File: config.mk
export PLATFORM = sky130hd
export DESIGN_NAME = lifo_stack
export DESIGN_NICKNAME = d
export VERILOG_FILES = /design/src/rtl/lifo_stack.sv
export SDC_FILE = /design/constraint.sdc
export NUM_CORES = 1
export LEC_CHECK = 0
export BUFFER_PORTS_ARGS = -buffer_cell sky130_fd_sc_hd__buf_2
export CAP_MARGIN = 20
export CORE_ASPECT_RATIO = 0.9
export CORE_MARGIN = 2
export CORE_UTILIZATION = 50
export CTS_CLUSTER_DIAMETER = 30
export DETAILED_ROUTE_END_ITERATION = 10
export HOLD_SLACK_MARGIN = 0.12
export PLACE_DENSITY = 0.67
export SLEW_MARGIN = 20
export SYNTH_ARGS = -nofsm -noshare
export SYNTH_HDL_FRONTEND = slang
export SYNTH_SLANG_ARGS = --single-unit
File: constraint.sdc
create_clock -name clk -period 3.6 [get_ports clk]
set_input_delay 0.54 -clock clk [delete_from_list [all_inputs] [get_ports clk]]
set_output_delay 0.54 -clock clk [all_outputs]
set_load 0.02 [all_outputs]
File: src/rtl/lifo_stack.sv
// lifo_stack: synchronous LIFO of DEPTH words with registered pop data and status/error flags
//   clk       rising-edge clock for all state
//   reset     synchronous active-high clear (sp, data_out, error flags)
//   push      write data_in on top of stack
//   pop       remove top entry and present it on data_out
//   data_in   word to push
//   data_out  registered value of the last popped word
//   empty     count == 0
//   full      count == DEPTH
//   count     number of stored entries, 0..DEPTH
//   overflow  one-cycle pulse: push rejected because full
//   underflow one-cycle pulse: pop rejected because empty
module lifo_stack #(
    parameter int DATA_WIDTH = 8,
    parameter int DEPTH = 16,
    localparam int AW = $clog2(DEPTH)
) (
    input  logic                  clk,
    input  logic                  reset,
    input  logic                  push,
    input  logic                  pop,
    input  logic [DATA_WIDTH-1:0] data_in,
    output logic [DATA_WIDTH-1:0] data_out,
    output logic                  empty,
    output logic                  full,
    output logic [AW:0]           count,
    output logic                  overflow,
    output logic                  underflow
);
    logic [DATA_WIDTH-1:0] mem [DEPTH];
    logic [AW:0]           sp;
    logic [AW-1:0]         top;
    logic [AW-1:0]         wr_addr;
    logic                  wr_en;

    assign count = sp;
    assign empty = sp == '0;
    assign full  = sp == (AW+1)'(DEPTH);
    assign top   = AW'(sp - 1'b1);

    // Push+pop overwrites the current top in place; a plain push appends at sp.
    assign wr_en   = push && (pop ? !empty : !full);
    assign wr_addr = pop ? top : sp[AW-1:0];

    always_ff @(posedge clk) begin
        if (wr_en && !reset)
            mem[wr_addr] <= data_in;
    end

    always_ff @(posedge clk) begin
        if (reset) begin
            sp        <= '0;
            data_out  <= '0;
            overflow  <= 1'b0;
            underflow <= 1'b0;
        end else begin
            overflow  <= push && !pop && full;
            underflow <= pop && !push && empty;
            if (push && pop)
                data_out <= empty ? data_in : mem[top];
            else if (push && !full)
                sp <= sp + 1'b1;
            else if (pop && !empty) begin
                data_out <= mem[top];
                sp       <= sp - 1'b1;
            end
        end
    end
endmodule

==> run_results.csv, run 1 <==
group,metric,value,unit
status,outcome,"completed",
pwr,ir_worst_vdd,0.521,mV
routing,drt_iter0_drc,295,
worst_hold_path,min_path_type,"input pin to register",
placement,placed_area,6180,sq um
critical_path,reg2reg_to,"mem[10][6]$_DFFE_PP_",
timing,setup_violations,0,
synthesis,ys_seq_area_share,70.0,%
routing,wire_per_inst,22.5,microns
critical_path,worstSetupPathType,"register to register",
final_layout,diodes,0,
job,maxCapViolCount,0,
synthesis,yosysUniqueCellTypes,45,
worst_hold_path,hp-start,"reset",
pwr,power.density_cell_area,745,nW/um^2
timing,relSlewSlack,35.8,%
pwr,cellLeakagePower,2.19,nW
cts,insertion_delay,420,ps
global_routing,grt.total_usage,20.8,%
die,io_pins,29,
global_routing,use_met1,29.7,%
global_routing,grt_max_degree,31,
synthesis,synth_edf_count,128,
critical_path,end_kind,"register",
cts,path_clk_slew,60,ps
cts,cts_tree,"yes",
global_routing,grt_pass1_wl,18800,microns
synthesis,synth_area,5920,sq um
timing,tns,0,ps
synthesis,ys_warn_count,0,
timing,final.min_clock_period,2780,ps
die,dieArea,12700,sq um
critical_path,crit_path_start_kind,"register",
routing,num_vias,3285,
synthesis,synth_most_common_cell,"edfxtp_1",
routing,wl,12300,microns
synthesis,synth.net_count,362,
die,die_w,119,microns
final_layout,syn2layout_area_growth,13.3,%
global_routing,grt_pass1_vias,3188,
final_layout,drive_gt1_share,23.3,%
synthesis,ys_top_cells_by_count,"128 x edfxtp_1, 27 x nor2_1, 21 x mux4_2",
synthesis,synth_top_area_share,65.0,%
critical_path,reg2reg_depth,6,
synthesis,synth_flop_cell,"edfxtp_1",
placement,hpwl,8130,microns
timing,clock_skew,12.0,ps
critical_path,reg2reg_slack,820,ps
timing,fmax,359,MHz
global_routing,use_met2,31.0,%
critical_path,reg2reg_from,"count[0]$_SDFFE_PP0P_",
cts,cts_hold_buf,0,
final_layout,fin_nets,393,
die,rows,37,
synthesis,syn_inst,347,
critical_path,cp.required,3640,ps
critical_path,cp.arrival,2830,ps
timing,tightest_slew,960,ps
synthesis,yosysTopAreaCell,"edfxtp_1",
final_layout,seq_area,4150,sq um
final_layout,multi_input_area,1650,sq um
timing,rsz0062_at_grt,"false",
global_routing,use_met3,5.21,%
final_layout,fin_area,6700,sq um
cts,cts_buffers,17,
global_routing,grt.overflow.total,0,
die,start_util,51.5,%
cts,post_cts_buffers,0,
placement,routabilityCongestion,0.930,
worst_hold_path,worstHoldPathCells,2,
cts,clockBufferDepth,2,
final_layout,fillers,918,
pwr,p_total,4.99,mW
global_routing,top_usage_layer,"met2",
critical_path,path_max_fanout,23,
routing,drc,0,
synthesis,syn_avg_cell_area,17.1,sq um
timing,fin_crit_sh,77.4,%
timing,slew_viol_final,0,
placement,io_buffers,28,
routing,dr.pass1.iters,5,
synthesis,synthTopCellsByArea,"edfxtp_1 65%, mux4_2 8.0%, dfxtp_1 5.1%, mux2i_1 2.7%, mux4_1 1.8%",
die,die_y,107,microns
cts,clockRootBuffer,"clkbuf_16",
cts,cts.sinks,143,
routing,drt-vias-per-instance,6.01,
routing,ant_nets,0,
global_routing,grt_antenna_before_repair,0,
cts,cts-resized-gates,0,
cts,htree_levels,4,
die,core_area,11500,sq um
synthesis,ys_ff_latch,143,
worst_hold_path,holdPathEnd,"count[0]$_SDFFE_PP0P_",
timing,hold_viol_final,0,
synthesis,async_reset_ff_share,0,%
## cells in the final DEF (no fill, tap or decap), drive strengths merged, types with 4 or more instances in the layout
master,instances
inv,8
clkbuf,19
a21oi,5
nor2,28
clkinv,10
xnor2,4
mux2i,16
dfxtp,15
nand3,4
nand2,7
a31oi,8
a22oi,8
mux4,25
edfxtp,128
a221oi,7
buf,31
nor3,4
o21ai,21
o221ai,8
xor2,6
## cells by family (layout without fill, tap and decap cells)
family,count (synthesis),in the layout,share of synthesized area (%)
xor+xnor,10,10,1.80
flops,143,143,70.0
simple gates,57,57,5.03
compound gates,66,66,7.70
fa+ha+maj,3,3,0.634
buf+inv,26,70,2.14
mux,42,42,12.7
## power by group
part / total, mW / leakage [nW] / internal, mW / switching [mW]
Combinational: 1.45 / 0.655 / 0.578 / 0.875
Clock: 1.55 / 0.255 / 0.879 / 0.674
Sequential: 1.99 / 1.28 / 1.90 / 0.0824
## worst max-delay path by stage
stage	startpoint	endpoint	slack (ps)	cells past startpoint
3_3_place_gp	pop	mem[7][0]$_DFFE_PP_	900	5
2_1_floorplan	count[0]$_SDFFE_PP0P_	mem[0][0]$_DFFE_PP_	600	11
6_report	count[0]$_SDFFE_PP0P_	mem[10][6]$_DFFE_PP_	820	6
3_5_place_dp	count[0]$_SDFFE_PP0P_	mem[10][7]$_DFFE_PP_	820	6
5_1_grt	count[0]$_SDFFE_PP0P_	mem[10][6]$_DFFE_PP_	600	6
4_1_cts	count[0]$_SDFFE_PP0P_	mem[10][6]$_DFFE_PP_	810	6
## cell type report
cell class | instances | area share [%]
clock inverters | 13 | 1.36
inverters | 7 | 0.392
well taps | 156 | 2.91
multi-input cells | 178 | 24.6
clock buffers | 19 | 6.46
flip-flops and latches | 143 | 61.8
repair buffers | 31 | 2.43
## stage by stage
stage,util [%],cells,setup WS (ps),hold WS (ps)
2_1_floorplan,-,347,596,612
3_3_place_gp,53.8,515,895,590
3_5_place_dp,53.8,515,824,599
4_1_cts,58.4,547,811,382
5_1_grt,58.4,547,602,407
6_report,58.4,547,815,385
## flip-flops by register name (all words and copies together), names as in the netlist
register   cells
mem          128
overflow       1
count          5
underflow      1
data_out       8
## layer usage
| layer | wire [microns] | share of wire, % |
|---|---|---|
| met1 | 5380 | 44 |
| met2 | 5860 | 48 |
| met3 | 917 | 7.4 |
| met4 | 177 | 1.4 |
| met5 | 0 | 0 |
## critical path: stages (launching register included)
cell and delay [ps]:
dfxtp_2 320, inv_1 300, ha_2 380, buf_4 240, nor3b_1 230, o21ai_0 260, nor2_1 670
No activity file was read; power rests on OpenSTA's default activity.
==> run 2: changes to the inputs <==
ABC_AREA = 1   (was not set)
PLACE_DENSITY = 0.7   (was 0.67)
clock period = 2.3 ns   (was 3.6 ns; I/O delays follow)
==> run_results.csv, run 2 <==
group,metric,value,unit
synthesis,synthTopCellsByArea,"edfxtp_1 60%, nand2_1 14%, nand3_1 7.1%, dfxtp_1 4.7%, inv_1 4.4%",
synthesis,yosysUniqueCellTypes,30,
synthesis,synth.net_count,673,
critical_path,reg2reg_slack,200,ps
final_layout,fin_nets,706,
die,core_area,12600,sq um
die,die_y,112,microns
cts,path_clk_slew,60,ps
die,start_util,50.8,%
cts,clockBufferDepth,2,
job,maxCapViolCount,0,
critical_path,cp.required,1960,ps
status,outcome,"completed",
cts,cts_tree,"yes",
synthesis,synth-compound-area-share,1.93,%
global_routing,grt_pass1_wl,23600,microns
timing,slew_viol_final,0,
critical_path,path_max_fanout,39,
cts,insertion_delay,430,ps
critical_path,end_kind,"output port",
placement,placed_area,6880,sq um
final_layout,fin_cells,866,
die,dieArea,13800,sq um
synthesis,synth-simple-area-share,24.5,%
timing,relSlewSlack,65.1,%
cts,htree_levels,4,
final_layout,regMostFlops,"mem",
synthesis,syn_inst,658,
cts,cts_buffers,17,
synthesis,ys_warn_count,0,
placement,routabilityCongestion,0.897,
routing,drt-vias-per-instance,5.30,
worst_hold_path,min_path_type,"input pin to register",
timing,tns,0,ps
global_routing,grt_pass1_vias,4294,
critical_path,worstSetupPathType,"register to output port",
timing,fin_crit_sh,91.6,%
die,io_pins,29,
final_layout,largest_register_ffs,128,
timing,setup_violations,0,
final_layout,diodes,0,
timing,tightest_slew,524,ps
die,rows,39,
global_routing,grt.total_usage,23.8,%
timing,clock_skew,9.08,ps
final_layout,drive_gt1_share,15.4,%
final_layout,fin_area,7470,sq um
synthesis,async_reset_ff_share,0,%
synthesis,ys_top_cells_by_count,"241 x nand2_1, 128 x edfxtp_1, 91 x nand3_1",
cts,cts.sinks,143,
synthesis,synth_most_common_cell,"nand2_1",
synthesis,synth_area,6420,sq um
synthesis,synth.area.mux_share,0,%
final_layout,final_common_cell,"nand2_1",
synthesis,synth_flop_cell,"edfxtp_1",
critical_path,reg2reg_depth,10,
placement,dp_cells,835,
synthesis,synth_edf_count,128,
placement,io_buffers,28,
synthesis,ys_seq_area_share,64.5,%
synthesis,synth_top_area_share,59.8,%
timing,hold_viol_final,0,
die,die_w,123,microns
worst_hold_path,worstHoldPathCells,2,
cts,cts_hold_buf,0,
routing,num_vias,4591,
final_layout,layout_common_cells,"241 x nand2_1, 128 x edfxtp_1, 91 x nand3_1",
timing,rsz0062_at_grt,"false",
synthesis,yosysTopAreaCell,"edfxtp_1",
critical_path,crit_path_start_kind,"register",
synthesis,synth_xor_area_share,1.19,%
synthesis,syn_avg_cell_area,9.76,sq um
final_layout,syn2layout_area_growth,16.3,%
timing,final.min_clock_period,2110,ps
routing,ant_nets,0,
global_routing,grt_max_degree,51,
pwr,power.density_cell_area,979,nW/um^2
routing,wl,15100,microns
timing,fmax,474,MHz
synthesis,synth-adder-area-share,0.584,%
global_routing,grt_antenna_before_repair,0,
routing,drt_iter0_drc,511,
placement,hpwl,9670,microns
global_routing,grt.overflow.total,0,
pwr,cellLeakagePower,3.12,nW
cts,clockRootBuffer,"clkbuf_16",
critical_path,cp.arrival,1760,ps
synthesis,ys_ff_latch,143,
routing,dr.pass1.iters,5,
routing,drc,0,
synthesis,synth_top_family_by_area,"simple AND/OR/NAND/NOR gates",
routing,wire_per_inst,17.4,microns
pwr,ir_worst_vdd,0.720,mV
==> run 2: cell types whose count changed in the layout (fill, tap and decap cells not counted), sizes merged, moves of 4 or more <==
cell	before	now
o221ai	8	0
a221oi	7	0
a31oi	8	0
o21ai	21	9
inv	8	85
mux2i	16	0
a21oi	5	15
a22oi	8	0
buf	31	41
mux4	25	0
clkinv	10	6
nand3	4	96
nand2	7	244
==> run 2: kinds of logic (layout without fill, tap and decap cells) <==
kind of cell | after synthesis | in the layout
AO/OA/AOI/OAI | 24 | 24
flip-flops | 143 | 143
adder cells (fa/ha/maj) | 3 | 3
AND/OR/NAND/NOR | 370 | 370
XOR/XNOR | 7 | 7
buffers and inverters | 111 | 155
==> run 2: final cells by class <==
cell class | instances | area [sq um]
sequential | 143 | 4150
fill | 1013 | 5170
clock inverter | 11 | 141
timing repair buffer | 41 | 250
clock buffer | 19 | 433
multi-input combinational | 404 | 1970
tap | 164 | 205
inverter | 84 | 320
==> run 2: worst paths after layout <==
kind	from	endpoint
min reg2reg	data_out[6]$_SDFFE_PP0P_	data_out[6]$_SDFFE_PP0P_
max reg2reg	count[2]$_SDFFE_PP0P_	mem[15][0]$_DFFE_PP_
min	push	underflow$_SDFF_PP0_
max	count[0]$_SDFFE_PP0P_	count[0]
==> run 2: timing repair <==
action / CTS / global route
endpoints found under the setup margin: 0 / 56
setup buffers: 0 / 1
resized for setup: 0 / 0
==> run 2: power breakdown <==
| group | leakage [nW] | switching (mW) | internal [mW] |
|---|---|---|---|
| registers | 1.28 | 0.0434 | 2.92 |
| logic | 1.56 | 1.16 | 0.486 |
| clock network | 0.279 | 1.02 | 1.69 |
==> run 2: layer usage <==
| layer | global-route usage, % | up-vias | wire [microns] |
|---|---|---|---|
| li1 | - | 2213 | - |
| met1 | 36.2 | 2147 | 6990 |
| met5 | 0 | - | 0 |
| met2 | 32.6 | 209 | 6530 |
| met4 | 8.94 | 0 | 306 |
| met3 | 6.56 | 22 | 1250 |
==> run 2: worst max-delay path, stage by stage, from the launching register on <==
cell	delay (ps)
dfxtp_4	350
buf_4	320
buf_4	420
buf_2	240
==> run 2: stage by stage <==
step	setup slack (ps)	hold slack [ps]	util (%)	total power, mW
final	192	175	59.1	7.31
after global routing	29.6	162	59.1	7.63
after CTS	90.8	148	58.9	7.30
after detailed placement	102	455	54.4	4.61
after global placement	154	450	54.4	4.60
after floorplan	11.4	421	-	4.15
==> run 3: changes to the inputs <==
MAX_ROUTING_LAYER = met4   (was not set)
==> run_results.csv, run 3 (synthesis gave the netlist of run 2 again) <==
group,metric,value,unit
cts,htree_levels,4,
timing,final.min_clock_period,2150,ps
timing,tightest_slew,513,ps
job,maxCapViolCount,0,
cts,clockRootBuffer,"clkbuf_16",
routing,wl,15200,microns
cts,cts_tree,"yes",
timing,setup_violations,0,
pwr,cellLeakagePower,3.11,nW
die,io_pins,29,
pwr,ir_worst_vdd,1.09,mV
placement,routabilityCongestion,0.942,
global_routing,grt_max_degree,49,
die,die_w,123,microns
routing,ant_nets,0,
timing,fin_crit_sh,93.4,%
placement,pre_cts_ws,91.4,ps
placement,placed_area,6880,sq um
status,outcome,"completed",
critical_path,worstSetupPathType,"register to output port",
final_layout,largest_register_ffs,128,
critical_path,cp.required,1960,ps
timing,tns,0,ps
critical_path,end_kind,"output port",
final_layout,layout_common_cells,"241 x nand2_1, 128 x edfxtp_1, 91 x nand3_1",
cts,insertion_delay,420,ps
final_layout,fin_nets,706,
cts,cts.sinks,143,
global_routing,grt_pass1_vias,4198,
routing,drt-vias-per-instance,5.29,
die,dieArea,13800,sq um
final_layout,utilization,59.2,%
pwr,p_total,7.33,mW
die,core_area,12600,sq um
global_routing,grt.overflow.total,0,
routing,dr.pass1.iters,6,
critical_path,path_max_fanout,39,
timing,worst_slack,152,ps
critical_path,crit_path_start_kind,"register",
final_layout,drive_gt1_share,16.2,%
cts,cts_hold_buf,0,
timing,hold_viol_final,0,
placement,io_buffers,28,
timing,relSlewSlack,65.8,%
timing,rsz0062_at_grt,"false",
die,start_util,50.8,%
routing,drc,0,
final_layout,fillers,1026,
worst_hold_path,min_path_type,"input pin to register",
cts,clockBufferDepth,2,
die,die_y,112,microns
placement,hpwl,9760,microns
routing,num_vias,4591,
cts,path_clk_slew,60,ps
timing,clock_skew,6.69,ps
final_layout,final_common_cell,"nand2_1",
timing,fmax,466,MHz
final_layout,diodes,0,
final_layout,syn2layout_area_growth,16.5,%
final_layout,fin_area,7480,sq um
cts,cts-resized-gates,0,
routing,wire_per_inst,17.5,microns
final_layout,regMostFlops,"mem",
routing,drt_iter0_drc,549,
die,rows,39,
global_routing,grt_pass1_wl,23800,microns
global_routing,grt.total_usage,24.5,%
cts,cts_buffers,17,
critical_path,cp.arrival,1800,ps
pwr,power.density_cell_area,980,nW/um^2
timing,slew_viol_final,0,
global_routing,grt_antenna_before_repair,0,
-- run 3: cell types whose count changed in the layout (fill, tap and decap cells not counted), sizes merged --
cell	previous run	this run
bufinv	3	2
clkbuf	19	17
clkinvlp	1	4
inv	85	87
-- run 3: routing by layer --
layer  part of all wire, %  global-route usage [%]  routed length, microns  vias to the layer above
met1                    43                    35.7                    6570                     2145
met5                     0                       -                       0                        -
met4                   1.7                    6.36                     261                        0
li1                      -                       -                       -                     2214
met3                   9.0                    5.02                    1370                       23
met2                    46                    35.5                    7040                      209
-- run 3: area by class of cell --
| type | count | area, sq um | share of cell area [%] |
|---|---|---|---|
| flip-flops and latches | 143 | 4150 | 55.4 |
| clock buffers | 17 | 425 | 5.69 |
| well taps | 164 | 205 | 2.74 |
| inverters | 84 | 320 | 4.28 |
| repair buffers | 41 | 250 | 3.34 |
| multi-input cells | 404 | 1970 | 26.4 |
| clock inverters | 15 | 161 | 2.16 |
-- run 3: worst paths after layout --
path	startpoint	endpoint	slack, ps	cells past startpoint
worst min-delay path	push	underflow$_SDFF_PP0_	170	2
worst max-delay path	count[0]$_SDFFE_PP0P_	count[0]	150	3
worst min register to register	data_out[2]$_SDFFE_PP0P_	data_out[2]$_SDFFE_PP0P_	470	2
worst max register to register	count[1]$_SDFFE_PP0P_	mem[6][0]$_DFFE_PP_	150	6
-- run 3: power by group --
part           total (mW)  switching [mW]  internal (mW)
Sequential           2.96          0.0419           2.91
Clock                2.71            1.10           1.61
Combinational        1.66            1.18          0.487
-- run 3: what timing repair did --
| action | 4_1_cts | 5_1_grt |
|---|---|---|
| buffers inserted | 0 | 1 |
| endpoints found under the setup margin | 0 | 96 |
| hold endpoints to repair | 0 | 0 |
-- run 3: through the flow --
stage | hold WS, ps | std cells
floorplan | 421 | 658
global placement | 453 | 835
detailed placement | 456 | 835
CTS | 157 | 867
global route | 190 | 868
finish | 170 | 868
-- run 3: worst max-delay path: stages, from the launching register on --
cell	delay, ps
dfxtp_4	360
buf_4	390
buf_4	390
buf_2	230
